===== src/rtl/axi_burst_pkg.sv =====
// Shared response codes, FSM state encodings and address-range helper
// for the burst responder.
package axi_burst_pkg;

    localparam logic [1:0] RESP_OKAY   = 2'b00;
    localparam logic [1:0] RESP_SLVERR = 2'b10;

    localparam logic [0:0] R_IDLE = 1'b0;
    localparam logic [0:0] R_DATA = 1'b1;

    localparam logic [1:0] W_IDLE = 2'd0;
    localparam logic [1:0] W_DATA = 2'd1;
    localparam logic [1:0] W_RESP = 2'd2;

    function automatic logic addr_in_range(input logic [7:0] addr, input int depth);
        return int'({24'd0, addr}) < depth;
    endfunction

endpackage


===== src/rtl/axi_burst_ram.sv =====
// Byte storage: one synchronous write port, one asynchronous read port.
// Contents are deliberately not reset.
module axi_burst_ram
    import axi_burst_pkg::*;
#(
    parameter int MEM_DEPTH = 256,
    localparam int AW = (MEM_DEPTH > 1) ? $clog2(MEM_DEPTH) : 1
) (
    input  logic          clk,
    input  logic          we,
    input  logic [AW-1:0] waddr,
    input  logic [7:0]    wdata,
    input  logic [AW-1:0] raddr,
    output logic [7:0]    rdata
);

    logic [7:0] mem [MEM_DEPTH];

    always_ff @(posedge clk) begin
        if (we) mem[waddr] <= wdata;
    end

    assign rdata = mem[raddr];

endmodule


===== src/rtl/axi_burst_responder.sv =====
// Memory-backed responder for read and write bursts; the two paths run
// independently and share one byte array.
//
// state  | meaning
// R_IDLE | waiting for AR, ARREADY high
// R_DATA | streaming read beats on R
// W_IDLE | waiting for AW, AWREADY high
// W_DATA | absorbing AWLEN+1 write beats
// W_RESP | holding write response until BREADY
module axi_burst_responder
    import axi_burst_pkg::*;
#(
    parameter int MEM_DEPTH = 256
) (
    input  logic       clk,
    input  logic       rst,
    input  logic       ARVALID,
    input  logic [7:0] ARADDR,
    input  logic [3:0] ARLEN,
    input  logic [3:0] ARID,
    output logic       ARREADY,
    output logic       RVALID,
    input  logic       RREADY,
    output logic [7:0] RDATA,
    output logic [1:0] RRESP,
    output logic [3:0] RID,
    output logic       RLAST,
    input  logic       AWVALID,
    input  logic [7:0] AWADDR,
    input  logic [3:0] AWLEN,
    input  logic [3:0] AWID,
    output logic       AWREADY,
    input  logic       WVALID,
    input  logic [7:0] WDATA,
    input  logic       WLAST,
    output logic       WREADY,
    output logic       BVALID,
    input  logic       BREADY,
    output logic [1:0] BRESP,
    output logic [3:0] BID
);

    localparam int AW = (MEM_DEPTH > 1) ? $clog2(MEM_DEPTH) : 1;

    logic [0:0] r_state;
    logic [7:0] r_addr;
    logic [3:0] r_len;
    logic [3:0] r_beat;

    logic [1:0] w_state;
    logic [7:0] w_addr;
    logic [3:0] w_len;
    logic [3:0] w_beat;
    logic [3:0] w_id;
    logic       w_err;

    logic [7:0] rd_addr;
    logic       rd_ok;
    logic [7:0] ram_rdata;
    logic       w_hs;
    logic       w_ok;
    logic       w_last_beat;
    logic       w_err_next;
    logic       ram_we;

    // Read port looks one beat ahead so the next beat is registered on the handshake edge.
    assign rd_addr = (r_state == R_IDLE) ? ARADDR : (r_addr + 8'd1);
    assign rd_ok   = addr_in_range(rd_addr, MEM_DEPTH);

    assign w_hs        = WVALID && WREADY;
    assign w_ok        = addr_in_range(w_addr, MEM_DEPTH);
    assign w_last_beat = (w_beat == w_len);
    assign w_err_next  = w_err || !w_ok || (WLAST != w_last_beat);
    assign ram_we      = (w_state == W_DATA) && w_hs && w_ok;

    axi_burst_ram #(.MEM_DEPTH(MEM_DEPTH)) u_ram (
        .clk   (clk),
        .we    (ram_we),
        .waddr (w_addr[AW-1:0]),
        .wdata (WDATA),
        .raddr (rd_addr[AW-1:0]),
        .rdata (ram_rdata)
    );

    always_ff @(posedge clk or posedge rst) begin
        if (rst) begin
            r_state <= R_IDLE;
            r_addr  <= '0;
            r_len   <= '0;
            r_beat  <= '0;
            ARREADY <= 1'b0;
            RVALID  <= 1'b0;
            RDATA   <= '0;
            RRESP   <= RESP_OKAY;
            RID     <= '0;
            RLAST   <= 1'b0;
        end else if (r_state == R_IDLE) begin
            if (ARVALID && ARREADY) begin
                r_state <= R_DATA;
                r_addr  <= ARADDR;
                r_len   <= ARLEN;
                r_beat  <= '0;
                ARREADY <= 1'b0;
                RVALID  <= 1'b1;
                RDATA   <= rd_ok ? ram_rdata : 8'h00;
                RRESP   <= rd_ok ? RESP_OKAY : RESP_SLVERR;
                RID     <= ARID;
                RLAST   <= (ARLEN == 4'd0);
            end else begin
                ARREADY <= 1'b1;
            end
        end else if (RVALID && RREADY) begin
            if (r_beat == r_len) begin
                r_state <= R_IDLE;
                RVALID  <= 1'b0;
                RLAST   <= 1'b0;
                ARREADY <= 1'b1;
            end else begin
                r_addr <= r_addr + 8'd1;
                r_beat <= r_beat + 4'd1;
                RDATA  <= rd_ok ? ram_rdata : 8'h00;
                RRESP  <= rd_ok ? RESP_OKAY : RESP_SLVERR;
                RLAST  <= ((r_beat + 4'd1) == r_len);
            end
        end
    end

    always_ff @(posedge clk or posedge rst) begin
        if (rst) begin
            w_state <= W_IDLE;
            w_addr  <= '0;
            w_len   <= '0;
            w_beat  <= '0;
            w_id    <= '0;
            w_err   <= 1'b0;
            AWREADY <= 1'b0;
            WREADY  <= 1'b0;
            BVALID  <= 1'b0;
            BRESP   <= RESP_OKAY;
            BID     <= '0;
        end else begin
            case (w_state)
                W_IDLE: begin
                    if (AWVALID && AWREADY) begin
                        w_state <= W_DATA;
                        w_addr  <= AWADDR;
                        w_len   <= AWLEN;
                        w_beat  <= '0;
                        w_id    <= AWID;
                        w_err   <= 1'b0;
                        AWREADY <= 1'b0;
                        WREADY  <= 1'b1;
                    end else begin
                        AWREADY <= 1'b1;
                    end
                end
                W_DATA: begin
                    // Beat count comes from AWLEN alone; WLAST only feeds the error flag.
                    if (w_hs) begin
                        w_err  <= w_err_next;
                        w_addr <= w_addr + 8'd1;
                        w_beat <= w_beat + 4'd1;
                        if (w_last_beat) begin
                            w_state <= W_RESP;
                            WREADY  <= 1'b0;
                            BVALID  <= 1'b1;
                            BRESP   <= w_err_next ? RESP_SLVERR : RESP_OKAY;
                            BID     <= w_id;
                        end
                    end
                end
                W_RESP: begin
                    if (BVALID && BREADY) begin
                        w_state <= W_IDLE;
                        BVALID  <= 1'b0;
                        AWREADY <= 1'b1;
                    end
                end
                default: w_state <= W_IDLE;
            endcase
        end
    end

endmodule


===== config.mk =====
export PLATFORM = sky130hd
export DESIGN_NAME = axi_burst_responder
export DESIGN_NICKNAME = d
export VERILOG_FILES = /design/src/rtl/axi_burst_pkg.sv /design/src/rtl/axi_burst_ram.sv /design/src/rtl/axi_burst_responder.sv
export SDC_FILE = /design/constraint.sdc
export NUM_CORES = 2
export LEC_CHECK = 0
export BUFFER_PORTS_ARGS = -buffer_cell sky130_fd_sc_hd__clkbuf_2
export CAP_MARGIN = 20
export CORE_AREA = 5 5 421 506
export DETAILED_ROUTE_END_ITERATION = 12
export DIE_AREA = 0 0 426 511
export PLACE_DENSITY = 0.58
export SYNTH_ARGS = -nofsm -noshare
export SYNTH_HDL_FRONTEND = slang
export SYNTH_HIERARCHICAL = 1
export SYNTH_SLANG_ARGS = --single-unit

===== constraint.sdc =====
create_clock -name clk -period 10.7 [get_ports clk]
set_clock_uncertainty 0.15 [all_clocks]
set_input_delay 2.14 -clock clk [delete_from_list [all_inputs] [get_ports clk]]
set_output_delay 2.14 -clock clk [all_outputs]
set_load 0.005 [all_outputs]

==> summary.md <==
| Metric | Value |
|---|---|
| Outcome | finished clean |
| Mux contribution to synthesized area | 0.145 |
| RSZ-0062 raised after global routing | no |
| Crit path kind | input pin to flop |
| Vias per inst | 5.73 |
| Final Max Slew Viols | 0 |
| Hold path start | RID[3] |
| Commonest non-fill, non-tap cell in the layout | edfxtp_1 |
| H-tree depth | 4 |
| Final worst setup slack | 4.36 ns |
| Slew HR | 0.175 |
| Compound-Gate Fraction of Synth Area | 0.0367 |
| Leakage | 28.6 nW |
| Core Rows | 184 |
| Distinct cells, synth | 73 |
| Maximum clock frequency | 0.158 GHz |
| Cts repair resizes | 0 |
| Fraction of the mapped netlist area in adder cells | 0.000607 |
| Clk sink count | 2111 |
| Total Power | 26.3 mW |
| Reg2reg path depth | 9 |
| Die Area | 218000 µm² |
| Largest family of logic cells by synthesized area | multiplexers |
| Worst hold slack | 0.325 ns |
| Seq/Total Area, Yosys | 0.765 |
| All-Layer GR Usage | 0.193 |
| Placer Congestion | 0.828 |
| Worst Tran Pin Value | 1.24 ns |
| 1st-iter DRT viols | 4203 |
| Die Y | 511 µm |
| Io pins | 74 |
| Area delta synth->final | 12.0% |
| Post-synthesis sequential element count | 2111 |
| Syn avg cell area | 20.5 µm² |
| Worst Path Required | 11.27 ns |
| CTS Buf Count | 197 |
| Core area | 208000 µm² |
| Cell Area, Synth | 82500 µm² |
| GRT overflow | 0 |
| Final setup violating endpoints | 0 |
| Hold EP | RID[3] |
| Final WL | 212000 µm |
| DRT antenna net count | 0 |
| CP arrival | 6.90 ns |
| Clk buf depth | 3 |
| DRC Markers | 0 |
| HP Class | flop to flop |
| Crit end category | flop |
| Dpl ws | 3.36 ns |
| Hold buffer count at CTS | 0 |
| Hold path cells | 2 |
| R2r setup slk | 5.33 ns |
| First-pass GRT wire length | 306000 µm |
| RR Startpoint | r_addr[0] |
| Post-synth EDFFs | 2048 |
| Vias in the first global route | 41700 |
| Max-cap violations | 0 |
| CTS tree | built |
| Fin crit share | 0.592 |
| Crit path time final | 6.34 ns |
| Synth Area in Simple Gates | 0.0323 |
| Setup crit start kind | input pin |
| Router iterations before antenna repair | 5 |
| Starting density of the core | 0.396 |
| Post-CTS Repair Setup Buffers | 0 |
| Worst-path maximum fanout | 83 |
| DP HPWL | 127000 µm |
| Worst VDD drop | 0.289 mV |
| Clk root buf | clkbuf_16 |
| PD cells | 285 nW/µm² |
| Antenna violations before repair | 9 |
| IO Port Bufs | 70 |
| Share of layout cells above drive strength 1 | 0.222 |
| Reg clk slew, reported paths | 0.06 ns |
| Nets@finish | 4205 |
| Die X | 426 µm |
| Clk_lat worst skew | 0.84 ns |
| Worst R2R End | RDATA[3] |
| DR vias | 40700 |
| Fin. Hold Viols | 0 |
| Xor/xnor cell area share of the yosys netlist | 0.00187 |
| Largest net degree at the start of global routing | 173 |
| Most used DFF post-synth | edfxtp_1 |
| Most frequent cells in the layout | edfxtp_1 (2048), mux4_2 (454), nor2_1 (297) |
| Post-Syn Instances | 4029 |
| Async set-reset flop share out of synthesis | 0.0298 |
| Fin Setup TNS | 0 ns |
| WL/cell | 29.9 µm |
| Synth warn | 6 |
worst max-delay path by stage:
stage,startpoint,endpoint
finish,ARADDR[0],RDATA[3]
global route,ARADDR[0],RDATA[3]
CTS,ARADDR[0],RDATA[3]
detailed placement,ARADDR[0],RDATA[3]
global placement,ARADDR[0],RDATA[4]
floorplan,ARADDR[0],RDATA[2]
power breakdown:
group          internal [mW]  total (mW)  switching [mW]
Combinational           3.81        9.98            6.17
Clock                   3.85        6.89            3.03
Sequential              9.23        9.42           0.189
critical path, stage by stage:
cell and delay (ns):
clkbuf_2 0.09, inv_1 0.06, mux2i_4 0.56, buf_12 0.59, buf_4 0.82, mux4_2 0.61
a22oi_1 0.30, a21oi_1 0.20, nor3_1 0.91, nor4_1 0.12, mux2_1 0.33
stage by stage:
stage                     cells  area, µm²  utilization
after global routing       7100      92300        0.444
after floorplan            4031      82500            -
after global placement     6726      85800        0.412
after detailed placement   6739      85900        0.413
final                      7104      92300        0.444
after CTS                  7094      92200        0.443
registers in the layout, indices dropped and copies added (netlist names), 2 cells and up:
| name | count |
|---|---|
| r_beat | 4 |
| r_addr | 8 |
| RID | 4 |
| RDATA | 8 |
| w_len | 4 |
| w_beat | 4 |
| BID | 4 |
| w_addr | 8 |
| w_id | 4 |
| r_len | 4 |
| u_ram/mem | 2048 |
| w_state | 2 |
synth_stat cells (15+ instances only):
cell | number | area, µm²
o22ai_1 | 31 | 194
dfrtp_1 | 63 | 1580
nor2b_1 | 32 | 200
nor2_1 | 300 | 1130
buf_1 | 22 | 82.6
buf_6 | 23 | 259
a21oi_1 | 110 | 551
nor3_1 | 24 | 120
clkbuf_1 | 120 | 450
mux4_2 | 454 | 10200
nand4_1 | 17 | 106
o221ai_1 | 47 | 412
mux2i_1 | 138 | 1380
nand3_1 | 42 | 210
buf_2 | 32 | 160
nand2_1 | 99 | 372
buf_4 | 30 | 225
a22oi_1 | 134 | 1010
o21ai_0 | 15 | 75.1
a211oi_1 | 16 | 120
nor4_1 | 24 | 150
edfxtp_1 | 2048 | 61500
cell type report:
cell class,count,area (µm²)
diodes,5,12.5
multi-input cells,1662,18100
well taps,2790,3490
inverters,10,38.8
clock inverters,107,1020
repair buffers,171,1390
flip-flops and latches,2111,63100
fillers,17700,116000
clock buffers,248,5270
cells by family (layout without fill, tap and decap cells):
group | after synthesis | in the layout
xor gates and xnor gates | 15 | 15
DFF | 2111 | 2111
other | 1 | 8
buffers and inverters | 258 | 536
adders and majority gates | 4 | 4
muxes | 616 | 616
AOI/OAI and AO/OA | 435 | 435
and+or+nand+nor | 589 | 589
metal layers:
metal / routed length, µm / vias up / track usage
met3: 12400 / 352 / 0.0311
li1: - / 17000 / -
met1: 83100 / 21900 / 0.253
met5: 120 / - / 0
met2: 108000 / 1420 / 0.327
met4: 8270 / 8 / 0.0727
(Power assumes the default switching activity.)
